[src/rtl/card_pkg.sv]
// Shared geometry, widths and FSM encoding for the memory-match game controller.
package card_pkg;

    localparam int NUM_CARDS = 40;
    localparam int ROWS      = 4;
    localparam int COLS      = 10;
    localparam int NUM_PAIRS = 20;

    localparam int IDX_W  = 6;
    localparam int VAL_W  = 5;
    localparam int PAIR_W = 5;
    localparam int MOVE_W = 8;

    typedef logic [IDX_W-1:0] idx_t;
    typedef logic [VAL_W-1:0] val_t;

    typedef enum logic [2:0] {
        ST_INIT    = 3'd0,
        ST_PICK1   = 3'd1,
        ST_PICK2   = 3'd2,
        ST_COMPARE = 3'd3,
        ST_SHOW    = 3'd4,
        ST_WIN     = 3'd5
    } card_state_e;

    // row*10 + col built from shifts (8*row + 2*row + col)
    function automatic idx_t cursor_idx(input logic [1:0] row, input logic [3:0] col);
        return idx_t'({row, 3'b000}) + idx_t'({row, 1'b0}) + idx_t'(col);
    endfunction

endpackage

[src/rtl/card_game_ctrl_if.sv]
// Button, frame, seed and renderer-facing signals of the game controller.
interface card_game_ctrl_if;
    import card_pkg::*;

    logic [5:0]           i_seed;
    logic                 i_frame;
    logic                 i_up;
    logic                 i_down;
    logic                 i_left;
    logic                 i_right;
    logic                 i_sel;
    idx_t                 i_rd_idx;
    val_t                 o_rd_val;
    idx_t                 o_cursor;
    logic [NUM_CARDS-1:0] o_face_up;
    logic [NUM_CARDS-1:0] o_matched;
    logic [PAIR_W-1:0]    o_pairs;
    logic [MOVE_W-1:0]    o_moves;
    logic                 o_busy;
    logic                 o_win;

    modport master (
        output i_seed, i_frame, i_up, i_down, i_left, i_right, i_sel, i_rd_idx,
        input  o_rd_val, o_cursor, o_face_up, o_matched, o_pairs, o_moves, o_busy, o_win
    );

    modport slave (
        input  i_seed, i_frame, i_up, i_down, i_left, i_right, i_sel, i_rd_idx,
        output o_rd_val, o_cursor, o_face_up, o_matched, o_pairs, o_moves, o_busy, o_win
    );

endinterface

[src/rtl/card_shuffle.sv]
// Deck builder: stride-walks a seed through 0..39 after reset, one card per cycle,
// and serves a registered renderer read port plus a combinational pair compare.
module card_shuffle
    import card_pkg::*;
#(
    parameter int STRIDE = 17
) (
    input  logic       i_clk,
    input  logic       i_rst,
    input  logic [5:0] i_seed,
    output logic       init_last,
    input  idx_t       cmp_a,
    input  idx_t       cmp_b,
    output logic       cmp_eq,
    input  idx_t       rd_idx,
    output val_t       rd_val
);

    logic [5:0] cnt_q;
    logic [5:0] p_q;
    logic [5:0] seed_mod;
    logic [5:0] p_cur;
    logic [6:0] p_sum;
    logic       running;
    val_t       deck_q [NUM_CARDS];

    assign seed_mod  = (i_seed >= 6'd40) ? i_seed - 6'd40 : i_seed;
    // Seed enters the walk directly on the first cycle; no extra load cycle.
    assign p_cur     = (cnt_q == 6'd0) ? seed_mod : p_q;
    assign p_sum     = {1'b0, p_cur} + 7'(STRIDE);
    assign running   = cnt_q < 6'(NUM_CARDS);
    assign init_last = cnt_q == 6'(NUM_CARDS - 1);

    always_ff @(posedge i_clk) begin
        if (i_rst) begin
            cnt_q <= '0;
            p_q   <= '0;
        end else if (running) begin
            cnt_q <= cnt_q + 6'd1;
            p_q   <= (p_sum >= 7'd40) ? 6'(p_sum - 7'd40) : p_sum[5:0];
        end
    end

    always_ff @(posedge i_clk) begin
        if (running && !i_rst)
            deck_q[cnt_q] <= val_t'(p_cur >> 1);
    end

    always_ff @(posedge i_clk) begin
        if (i_rst)
            rd_val <= '0;
        else
            rd_val <= (rd_idx < 6'(NUM_CARDS)) ? deck_q[rd_idx] : '0;
    end

    assign cmp_eq = deck_q[cmp_a] == deck_q[cmp_b];

endmodule

[src/rtl/card_game_ctrl.sv]
// Memory-match game FSM: cursor, face-up/matched flags, pick/compare/hold sequencing
// and score counters feeding the VGA card renderer.
module card_game_ctrl
    import card_pkg::*;
#(
    parameter int HOLD_FRAMES = 60,
    parameter int STRIDE      = 17
) (
    input logic             i_clk,
    input logic             i_rst,
    card_game_ctrl_if.slave bus
);

    localparam logic [2:0] S_INIT    = ST_INIT;
    localparam logic [2:0] S_PICK1   = ST_PICK1;
    localparam logic [2:0] S_PICK2   = ST_PICK2;
    localparam logic [2:0] S_COMPARE = ST_COMPARE;
    localparam logic [2:0] S_SHOW    = ST_SHOW;
    localparam logic [2:0] S_WIN     = ST_WIN;

    logic [2:0]           state_q;
    logic [1:0]           row_q;
    logic [3:0]           col_q;
    logic [NUM_CARDS-1:0] face_up_q;
    logic [NUM_CARDS-1:0] matched_q;
    idx_t                 pick1_q;
    idx_t                 pick2_q;
    logic [PAIR_W-1:0]    pairs_q;
    logic [MOVE_W-1:0]    moves_q;
    logic [7:0]           frame_cnt_q;

    idx_t cur;
    logic init_last;
    logic cmp_eq;
    logic pick_state;
    logic sel_ok;

    card_shuffle #(.STRIDE(STRIDE)) u_shuffle (
        .i_clk     (i_clk),
        .i_rst     (i_rst),
        .i_seed    (bus.i_seed),
        .init_last (init_last),
        .cmp_a     (pick1_q),
        .cmp_b     (pick2_q),
        .cmp_eq    (cmp_eq),
        .rd_idx    (bus.i_rd_idx),
        .rd_val    (bus.o_rd_val)
    );

    assign cur        = cursor_idx(row_q, col_q);
    assign pick_state = (state_q == S_PICK1) || (state_q == S_PICK2);
    assign sel_ok     = bus.i_sel && pick_state && !face_up_q[cur] && !matched_q[cur];

    // Select uses cur (pre-move), so a same-cycle move never redirects the pick.
    always_ff @(posedge i_clk) begin
        if (i_rst) begin
            row_q <= '0;
            col_q <= '0;
        end else if (state_q != S_INIT) begin
            if (bus.i_up)
                row_q <= row_q - 2'd1;
            else if (bus.i_down)
                row_q <= row_q + 2'd1;
            else if (bus.i_left)
                col_q <= (col_q == 4'd0) ? 4'(COLS - 1) : col_q - 4'd1;
            else if (bus.i_right)
                col_q <= (col_q == 4'(COLS - 1)) ? 4'd0 : col_q + 4'd1;
        end
    end

    always_ff @(posedge i_clk) begin
        if (i_rst) begin
            state_q     <= S_INIT;
            face_up_q   <= '0;
            matched_q   <= '0;
            pick1_q     <= '0;
            pick2_q     <= '0;
            pairs_q     <= '0;
            moves_q     <= '0;
            frame_cnt_q <= '0;
        end else begin
            case (state_q)
                S_INIT: if (init_last) state_q <= S_PICK1;
                S_PICK1: if (sel_ok) begin
                    face_up_q[cur] <= 1'b1;
                    pick1_q        <= cur;
                    state_q        <= S_PICK2;
                end
                S_PICK2: if (sel_ok) begin
                    face_up_q[cur] <= 1'b1;
                    pick2_q        <= cur;
                    if (moves_q != '1) moves_q <= moves_q + 8'd1;
                    state_q        <= S_COMPARE;
                end
                S_COMPARE: begin
                    if (cmp_eq) begin
                        face_up_q[pick1_q] <= 1'b0;
                        face_up_q[pick2_q] <= 1'b0;
                        matched_q[pick1_q] <= 1'b1;
                        matched_q[pick2_q] <= 1'b1;
                        pairs_q            <= pairs_q + 5'd1;
                        state_q <= (pairs_q == 5'(NUM_PAIRS - 1)) ? S_WIN : S_PICK1;
                    end else begin
                        frame_cnt_q <= '0;
                        state_q     <= S_SHOW;
                    end
                end
                S_SHOW: if (bus.i_frame) begin
                    if (frame_cnt_q == 8'(HOLD_FRAMES - 1)) begin
                        face_up_q[pick1_q] <= 1'b0;
                        face_up_q[pick2_q] <= 1'b0;
                        state_q            <= S_PICK1;
                    end else begin
                        frame_cnt_q <= frame_cnt_q + 8'd1;
                    end
                end
                S_WIN:   state_q <= S_WIN;
                default: state_q <= S_INIT;
            endcase
        end
    end

    assign bus.o_cursor  = cur;
    assign bus.o_face_up = face_up_q;
    assign bus.o_matched = matched_q;
    assign bus.o_pairs   = pairs_q;
    assign bus.o_moves   = moves_q;
    assign bus.o_busy    = state_q == S_INIT;
    assign bus.o_win     = state_q == S_WIN;

endmodule

[src/flat_wrapper.sv]
// flat-port wrapper written by rule: the top's interface ports become plain ports
module card_game_ctrl_flat import card_pkg::*;
#(
    parameter int HOLD_FRAMES = 60,
    parameter int STRIDE      = 17
)
  (i_clk, i_rst, bus_i_seed, bus_i_frame, bus_i_up, bus_i_down, bus_i_left, bus_i_right, bus_i_sel, bus_i_rd_idx, bus_o_rd_val, bus_o_cursor, bus_o_face_up, bus_o_matched, bus_o_pairs, bus_o_moves, bus_o_busy, bus_o_win);
  card_game_ctrl_if bus_i ();
  input logic i_clk;
  input logic i_rst;
  input wire logic [$bits(bus_i.i_seed)-1:0] bus_i_seed;
  input wire logic [$bits(bus_i.i_frame)-1:0] bus_i_frame;
  input wire logic [$bits(bus_i.i_up)-1:0] bus_i_up;
  input wire logic [$bits(bus_i.i_down)-1:0] bus_i_down;
  input wire logic [$bits(bus_i.i_left)-1:0] bus_i_left;
  input wire logic [$bits(bus_i.i_right)-1:0] bus_i_right;
  input wire logic [$bits(bus_i.i_sel)-1:0] bus_i_sel;
  input wire logic [$bits(bus_i.i_rd_idx)-1:0] bus_i_rd_idx;
  output wire logic [$bits(bus_i.o_rd_val)-1:0] bus_o_rd_val;
  output wire logic [$bits(bus_i.o_cursor)-1:0] bus_o_cursor;
  output wire logic [$bits(bus_i.o_face_up)-1:0] bus_o_face_up;
  output wire logic [$bits(bus_i.o_matched)-1:0] bus_o_matched;
  output wire logic [$bits(bus_i.o_pairs)-1:0] bus_o_pairs;
  output wire logic [$bits(bus_i.o_moves)-1:0] bus_o_moves;
  output wire logic [$bits(bus_i.o_busy)-1:0] bus_o_busy;
  output wire logic [$bits(bus_i.o_win)-1:0] bus_o_win;
  assign bus_i.i_seed = bus_i_seed;
  assign bus_i.i_frame = bus_i_frame;
  assign bus_i.i_up = bus_i_up;
  assign bus_i.i_down = bus_i_down;
  assign bus_i.i_left = bus_i_left;
  assign bus_i.i_right = bus_i_right;
  assign bus_i.i_sel = bus_i_sel;
  assign bus_i.i_rd_idx = bus_i_rd_idx;
  assign bus_o_rd_val = bus_i.o_rd_val;
  assign bus_o_cursor = bus_i.o_cursor;
  assign bus_o_face_up = bus_i.o_face_up;
  assign bus_o_matched = bus_i.o_matched;
  assign bus_o_pairs = bus_i.o_pairs;
  assign bus_o_moves = bus_i.o_moves;
  assign bus_o_busy = bus_i.o_busy;
  assign bus_o_win = bus_i.o_win;
  card_game_ctrl #(.HOLD_FRAMES(HOLD_FRAMES), .STRIDE(STRIDE)) u_core (.i_clk(i_clk), .i_rst(i_rst), .bus(bus_i));
endmodule
[config.mk]
export PLATFORM = sky130hd
export DESIGN_NAME = card_game_ctrl_flat
export DESIGN_NICKNAME = d
export VERILOG_FILES = /design/src/rtl/card_pkg.sv /design/src/rtl/card_game_ctrl_if.sv /design/src/rtl/card_shuffle.sv /design/src/rtl/card_game_ctrl.sv /design/src/flat_wrapper.sv
export SDC_FILE = /design/constraint.sdc
export NUM_CORES = 1
export LEC_CHECK = 0
export BUFFER_PORTS_ARGS = -buffer_cell sky130_fd_sc_hd__buf_4
export CORE_ASPECT_RATIO = 1.25
export CORE_MARGIN = 5
export CORE_UTILIZATION = 61
export DETAILED_ROUTE_END_ITERATION = 16
export PLACE_DENSITY = 0.8
export SYNTH_ARGS = -nofsm -noshare
export SYNTH_HDL_FRONTEND = slang
export SYNTH_SLANG_ARGS = --single-unit
export TNS_END_PERCENT = 10
[constraint.sdc]
create_clock -name i_clk -period 4.4 [get_ports i_clk]
set_clock_uncertainty 0.1 [all_clocks]
set_input_delay 0.44 -clock i_clk [delete_from_list [all_inputs] [get_ports i_clk]]
set_output_delay 0.44 -clock i_clk [all_outputs]
set_load 0.01 [all_outputs]
==> flow_summary.json <==
{
  "synthCells": 1578,
  "io_buffers": 125,
  "drt_iter0_markers": 2063,
  "hold_path.class": "in2reg",
  "status": "finished, final reports clean",
  "die_y_um": 207,
  "coreArea_mm2": 0.0308,
  "synth-seq-cells": 351,
  "finalSetupViolations": 0,
  "ys_seq_area_frac": 0.476,
  "wl_um": 58800,
  "fin_crit_ns": 4.11,
  "timing.setup.tns_ns": 0,
  "grt_max_degree": 77,
  "worstPathRequired_ns": 4.66,
  "numCtsBuffers": 36,
  "place_area_mm2": 0.0202,
  "syn-cell-area_mm2": 0.0190,
  "antenna_found_initial": 0,
  "synthArstFlopShare": 0,
  "syn_avg_cell_area_um2": 12.0,
  "cts.sinks": 351,
  "gp_congestion": 1.02,
  "hold_depth": 2,
  "ff_latch_area_mm2": 0.00904,
  "ir_drop_mv": 0.301,
  "cts_tree": "done",
  "nFillCells": 2212,
  "fin_nets": 1698,
  "grt_pass1_wl_um": 89400,
  "ys.flop_type": "edfxtp_1",
  "tightest_slew_ns": 1.10,
  "fin_area_mm2": 0.0214,
  "clk_pin_slew_ns": 0.06,
  "htreeDepth": 2,
  "drtAntennaViolNets": 0,
  "post_drt_via_cell_ratio": 7.14,
  "yosysTopAreaCellShare": 0.316,
  "slew_viol_final": 0,
  "syn-num-nets": 1611,
  "start_kind": "flip-flop",
  "layout-drive-gt1-share": 0.231,
  "synth_commonest_cells": "200 x edfxtp_1, 151 x dfxtp_1, 118 x mux2i_1",
  "fin_crit_sh": 0.934,
  "wl_per_cell_um": 28.0,
  "rows": 72,
  "clk-insertion-delay-late_ns": 0.53,
  "ios": 126,
  "postCtsHoldBufs": 0,
  "crit_type": "reg2reg",
  "firstDrtPassIters": 7,
  "postCtsResizedCells": 0,
  "cts_max_path_buffers": 3,
  "drc": 0,
  "fmax_mhz": 243,
  "synth_area_leaders": "edfxtp_1 32%, dfxtp_1 16%, mux4_2 13%",
  "drv_cap": 0,
  "die_w_um": 168,
  "worstPathArrival_ns": 4.37,
  "vias": 15000,
  "powerDensity_mw_per_mm2": 374,
  "synth-edff-count": 200,
  "yosysUniqueCellTypes": 80,
  "end_kind": "flip-flop",
  "overflow": 0,
  "antenna-diode-count": 0,
  "dpl.hpwl_um": 41400,
  "hold_violations": 0,
  "grt_usage": 0.331,
  "leakagePower_nw": 7.01,
  "yosys_warnings": 0,
  "dieArea_mm2": 0.0348,
  "start_util": 0.616,
  "slew_headroom": 0.263,
  "r2r_cells": 10,
  "grt_pass1_vias": 14800,
  "rsz0062_at_grt": "no",
  "syn2layout_area_growth_pct": 12.6,
  "cts-root-buf": "clkbuf_16",
  "synth.most_common_cell": "edfxtp_1",
  "cts_setup_buffers": 0,
  "path_max_fanout": 8,
  "multi_input_area_mm2": 0.00923,
  "synth_top_area_cell": "edfxtp_1"
}
metal layers:
metal,vias up,wire length [µm],GRT usage
met5,-,0,0
met4,0,4180,0.196
met3,260,5330,0.0595
met2,1048,29200,0.552
met1,7317,20200,0.401
li1,6361,-,-
worst max-delay path: stages, from the launching register on:
cell and delay, ns:
dfxtp_1 0.39, ha_1 0.27, fa_2 0.68, mux4_2 0.54, a221o_1 0.31, o2bb2ai_1 0.21, a2bb2oi_1 0.28, nand2_1 0.10
or4b_2 0.79, mux2i_1 0.21, nor2_1 0.07
worst paths after layout:
path	startpoint	to	slack, ns
setup / recovery	u_core.col_q[1]$_SDFFE_PP0P_	flip-flop	0.29
hold / removal	bus_i_rd_idx[5]	u_core.u_shuffle.rd_val[1]$_SDFF_PP0_	0.14
setup reg to reg	u_core.col_q[1]$_SDFFE_PP0P_	flip-flop	0.29
hold reg to reg	u_core.u_shuffle.p_q[0]$_SDFFE_PP0N_	u_core.u_shuffle.p_q[0]$_SDFFE_PP0N_	0.35
metrics by stage:
stage          hold WS [ns]  total power, mW  worst slack (ns)  utilization  instances
2_1_floorplan         0.328             4.52             0.597            -       1578
3_3_place_gp          0.340             4.99             0.417        0.657       2034
3_5_place_dp          0.343             5.02             0.312        0.657       2034
4_1_cts               0.122             7.98             0.311        0.694       2098
5_1_grt               0.136             8.24             0.140        0.694       2098
6_report              0.142             7.99             0.290        0.694       2098
area by class of cell:
class | count | area share
flip-flops and latches | 351 | 0.423
inverters | 27 | 0.00474
clock buffers | 46 | 0.0468
clock inverters | 18 | 0.00691
repair buffers | 170 | 0.0632
multi-input cells | 1079 | 0.432
well taps | 407 | 0.0238
state kept, by name (all words and copies together), names as in the netlist, named ones only:
signal,flops
u_core.row_q,2
u_core.u_shuffle.p_q,6
u_core.frame_cnt_q,8
u_core.bus.o_moves,8
u_core.state_q,3
u_core.bus.o_matched,40
u_core.u_shuffle.rd_val,5
u_core.bus.o_pairs,5
u_core.u_shuffle.deck_q,200
u_core.pick1_q,6
u_core.u_shuffle.cnt_q,6
u_core.bus.o_face_up,40
u_core.pick2_q,6
u_core.col_q,4
cell usage in the layout (no fill, tap or decap), drive strengths merged, types with 13 or more instances in the layout:
| cell | instances |
|---|---|
| a21oi | 65 |
| o21a | 44 |
| o22ai | 69 |
| mux4 | 119 |
| a211oi | 33 |
| mux2 | 23 |
| mux2i | 118 |
| clkinv | 13 |
| nor2 | 111 |
| xnor2 | 13 |
| nand2 | 82 |
| nor3 | 23 |
| nor2b | 54 |
| edfxtp | 200 |
| nand3 | 30 |
| or3 | 14 |
| clkbuf | 46 |
| dfxtp | 151 |
| a31oi | 18 |
| o21ai | 36 |
| nand3b | 18 |
| buf | 170 |
| nand2b | 18 |
| inv | 27 |
| a22o | 18 |
| a221oi | 19 |
power by group:
group / internal [mW] / total (mW) / switching, mW / leakage [nW]
logic: 0.462 / 1.27 / 0.808 / 3.41
registers: 3.64 / 3.71 / 0.0715 / 3.05
clock network: 1.73 / 3.01 / 1.28 / 0.557
logic make-up after synthesis:
kind of cell | synth area share
simple gates | 0.113
compound gates | 0.135
flops | 0.476
mux | 0.218
buf+inv | 0.0384
xor+xnor | 0.0105
fa+ha+maj | 0.00897
Note: power is estimated with default switching activity, not from simulation.
